### src/rtl/pipe_stage_buf.sv
// Elastic pipeline stage: DEPTH-entry circular buffer with valid/ready handshake, flush and bubble output.
// Optional stall counter enabled by defining PIPE_STAGE_STATS_EN.
module pipe_stage_buf #(
    parameter int               WIDTH      = 64,
    parameter int               DEPTH      = 2,
    parameter logic [WIDTH-1:0] BUBBLE_VAL = {WIDTH{1'b0}},
    parameter int               CW         = $clog2(DEPTH + 1)
) (
    input  logic             clk,
    input  logic             rst,
    input  logic             flush,
    input  logic             in_valid,
    output logic             in_ready,
    input  logic [WIDTH-1:0] in_data,
    output logic             out_valid,
    input  logic             out_ready,
    output logic [WIDTH-1:0] out_data,
    output logic [CW-1:0]    occupancy,
    output logic [31:0]      stall_cycles
);

    localparam int PW = (DEPTH > 1) ? $clog2(DEPTH) : 1;

    logic [WIDTH-1:0] r_mem [DEPTH];
    logic [PW-1:0]    r_wp;
    logic [PW-1:0]    r_rp;
    logic [CW-1:0]    r_count;

    logic w_in_ready;
    logic w_out_valid;
    logic w_push;
    logic w_pop;

    // Ready depends only on the registered count, never on out_ready.
    assign w_in_ready  = (r_count < CW'(DEPTH));
    assign w_out_valid = (r_count != '0);
    assign w_push      = in_valid & w_in_ready & ~flush;
    assign w_pop       = w_out_valid & out_ready & ~flush;

    always_ff @(posedge clk or posedge rst) begin
        if (rst) begin
            r_wp    <= '0;
            r_rp    <= '0;
            r_count <= '0;
        end else if (flush) begin
            r_wp    <= '0;
            r_rp    <= '0;
            r_count <= '0;
        end else begin
            if (w_push)
                r_wp <= (r_wp == PW'(DEPTH - 1)) ? '0 : r_wp + 1'b1;
            if (w_pop)
                r_rp <= (r_rp == PW'(DEPTH - 1)) ? '0 : r_rp + 1'b1;
            case ({w_push, w_pop})
                2'b10:   r_count <= r_count + 1'b1;
                2'b01:   r_count <= r_count - 1'b1;
                default: r_count <= r_count;
            endcase
        end
    end

    // Payload storage carries no reset; stale contents are hidden by the bubble mux.
    generate
        for (genvar gi = 0; gi < DEPTH; gi++) begin : g_entry
            always_ff @(posedge clk) begin
                if (w_push && (r_wp == PW'(gi)))
                    r_mem[gi] <= in_data;
            end
        end
    endgenerate

    assign in_ready  = w_in_ready;
    assign out_valid = w_out_valid;
    assign out_data  = w_out_valid ? r_mem[r_rp] : BUBBLE_VAL;
    assign occupancy = r_count;

`ifdef PIPE_STAGE_STATS_EN
    logic [31:0] r_stall;

    // Counts head-blocked cycles; saturates and survives flush.
    always_ff @(posedge clk or posedge rst) begin
        if (rst)
            r_stall <= '0;
        else if (w_out_valid && !out_ready && (r_stall != 32'hFFFF_FFFF))
            r_stall <= r_stall + 32'd1;
    end

    assign stall_cycles = r_stall;
`else
    assign stall_cycles = 32'd0;
`endif

endmodule

### config.mk
export PLATFORM = sky130hd
export DESIGN_NAME = pipe_stage_buf
export DESIGN_NICKNAME = d
export VERILOG_FILES = /design/src/rtl/pipe_stage_buf.sv
export SDC_FILE = /design/constraint.sdc
export NUM_CORES = 1
export LEC_CHECK = 0
export CORE_UTILIZATION = 30
export CTS_CLUSTER_DIAMETER = 100
export DETAILED_ROUTE_END_ITERATION = 10
export DONT_BUFFER_PORTS = 1
export GPL_TIMING_DRIVEN = 1
export SLEW_MARGIN = 10
export SYNTH_ARGS = -nofsm -noshare
export SYNTH_HDL_FRONTEND = slang
export SYNTH_SLANG_ARGS = --single-unit
### constraint.sdc
create_clock -name clk -period 6.7 [get_ports clk]
set_clock_uncertainty 0.2 [all_clocks]
set_input_delay 0.67 -clock clk [delete_from_list [all_inputs] [get_ports clk]]
set_output_delay 0.67 -clock clk [all_outputs]
set_load 0.03 [all_outputs]
==> run metrics <==
leakage power summed over all cells=2.03 nW; layout overhead on the synthesized area=14.3%; global-route wire length before repair=13700 um; RSZ-0062 raised after global routing=false; maximum number of pins on one net before global-route repair=52; number of synthesized register bits=132; hold violation total from the final report=0; Final Wtd Congestion=0.679; highest signal layer in the routed design=met4; required time at the worst-slack endpoint=5.83 ns; CORE AREA=17400 um2; total power per unit cell area=360 nW/um2; DRC Markers=0; final global-route overflow total=0; clock tree sinks=132; clock input transition at the sequential cells of the worst setup and hold paths=0.06 ns; router iterations before antenna repair=4; final worst-path cycle share=50.2%; library cell used as clock root buffer=clkbuf_16; final cell utilization of the core=35.1%; final number of setup-violating endpoints=0; antenna cell count=0; total wire length after detailed routing=9190 um; area fraction of the dominant cell type after synthesis=72.1%; transition time at the pin with the least slew margin=0.880 ns; run status=complete, no violations; worst endpoint data arrival time=2.49 ns; highest clock frequency the design can meet=297 MHz; count of nets after finishing=408; clock buffer depth=2; clock latency at the later pin of the worst-skew pair=0.41 ns; clock period minus final worst setup slack=3.36 ns; H-tree levels=4; worst-case vdd ir drop=163 uV; via-per-instance ratio=4.28; sum of met3 wire segment lengths after detailed routing=911 um; kind of start point of the critical path=flop; wire length on met1=3240 um; Mapped Cells=328; buffers added on ports=0; initial antenna violation count=0; met2 wire length=4890 um; Die Footprint=18300 um2; type of the setup path with the least slack=flop to output port; worst min-delay path class=input pin to flop; Max FO, Critical Path=50; cell type contributing the most total cell area after synthesis=edfxtp_1; Top Ports=169; clock tree from TritonCTS=built; placement row count=48; hold slack=0.112 ns; setup tns final=0 ns; Vias=2471; CP Capture Type=output port; count of distinct cell types in the synthesized netlist=23; reported max-cap violation count=0; Resized Gates After CTS=0; synthesized area per cell=16.3 um2; share of layout cells above drive strength 1=12.5%; Max-Slew Margin vs Limit=41.3%; CTS buffer count=17; iteration-0 DRC count of the detailed router=100; vias in the first global route=2538; count of synthesis-stage warnings from yosys=0; Initial Utilization=30.7%; total track usage=10.6%; sequential share of the synthesized area=74.0%; sum of net half-perimeters after detailed placement=5950 um; largest cells by area after synthesis=edfxtp_1 (72%), mux2i_1 (12%), buf_4 (4.6%); final antenna-violating net count=0; DR WL/cell=15.9 um; die boundary width=135 um; mapped cell area=5330 um2; die outline height=135 um; fin. max-slew vios=0
## path summary, 6_finish.rpt
check / startpoint / endpoint / slack, ns / cells past startpoint
max in group asynchronous: rst / r_rp / 5.69 / 2
hold reg to reg: r_wp / r_wp / 0.38 / 2
setup / recovery: r_rp / out_data[56] / 3.34 / 3
setup reg to reg: occupancy[1] / r_mem[1][41] / 4.62 / 3
hold / removal: flush / occupancy[0] / 0.11 / 1
min in group asynchronous: rst / occupancy[1] / 0.41 / 2
## layout by cell type, fill, tap and decap left out
cell type and instances:
a21o_1 1, a21oi_1 2, buf_4 6, bufinv_16 5, clkbuf_16 17, clkbuf_8 1, clkinv_2 1, clkinv_4 6
conb_1 32, dfrtp_1 3, dfrtp_4 1, dlygate4sd3_1 1, edfxtp_1 128, inv_1 2, inv_2 1, inv_6 2
mux2i_1 65, nand2_1 1, nand2b_1 1, nand2b_4 1, nor2_1 66, nor2_4 1, nor2b_1 2, nor3_2 1
nor3b_2 1, o21ai_0 1, o21ai_1 1, xor2_1 2
## sequential cells by signal, indices dropped and copies added (netlist names)
signal and count:
occupancy 2, r_rp 1, r_wp 1, r_mem 128
## synthesized netlist by cell type, drive strengths merged
cell	number
nor2	67
nor3	1
conb	1
a21o	1
xor2	2
dfrtp	4
a21oi	2
inv	3
edfxtp	128
nand2	1
buf	46
o21ai	2
nor3b	1
nor2b	2
mux2i	65
nand2b	2
## routing by layer
metal	global-route usage [%]	vias up
met3	4.94	14
met2	18.7	128
li1	-	1141
met1	10.2	1188
met4	5.43	0
met5	0	-
## worst max-delay path, stage by stage, from the launching register on
cell and delay, ns:
dfrtp_4 0.59, buf_4 0.76, mux2i_1 0.18, nor2_1 0.52
## per-stage QoR
| stage | instance area, um2 | worst slack, ns | power, W | instances |
|---|---|---|---|---|
| global placement | 5420 | 3.74 | 0.00119 | 544 |
| CTS | 6090 | 3.25 | 0.00222 | 577 |
| global route | 6090 | 3.17 | 0.00227 | 577 |
| detailed placement | 5420 | 3.72 | 0.00119 | 544 |
| floorplan | 5450 | 0.477 | 0.00119 | 359 |
| finish | 6090 | 3.34 | 0.00219 | 577 |
## power breakdown
part	leakage, nW	internal (W)	switching [W]	total [W]
Combinational	0.484	0.0000417	0.000168	0.000210
Clock	0.325	0.000675	0.000347	0.00102
Sequential	1.23	0.000946	0.0000151	0.000961
## layout make-up
| type | count | area (um2) |
|---|---|---|
| sequential | 132 | 3950 |
| tap | 225 | 282 |
| inverter | 3 | 11.3 |
| fill | 1660 | 11300 |
| clock buffer | 18 | 439 |
| clock inverter | 14 | 225 |
| timing repair buffer | 7 | 55.1 |
| multi-input combinational | 178 | 1130 |
## cells by family (layout without fill, tap and decap cells)
family | after synthesis | count (layout) | share of synthesized area, %
and+or+nand+nor | 74 | 74 | 5.68
other | 1 | 32 | 0.0703
AOI/OAI and AO/OA | 5 | 5 | 0.516
muxes | 65 | 65 | 12.2
xor gates and xnor gates | 2 | 2 | 0.329
DFF | 132 | 132 | 74.0
buffers and inverters | 49 | 42 | 7.25
## timing repair
item                                    in CTS  in global routing
endpoints found under the setup margin       0                  0
hold buffers                                 1                  0
endpoints found under the hold margin        4                  0
setup buffers                                0                  0
(Power assumes the default switching activity.)
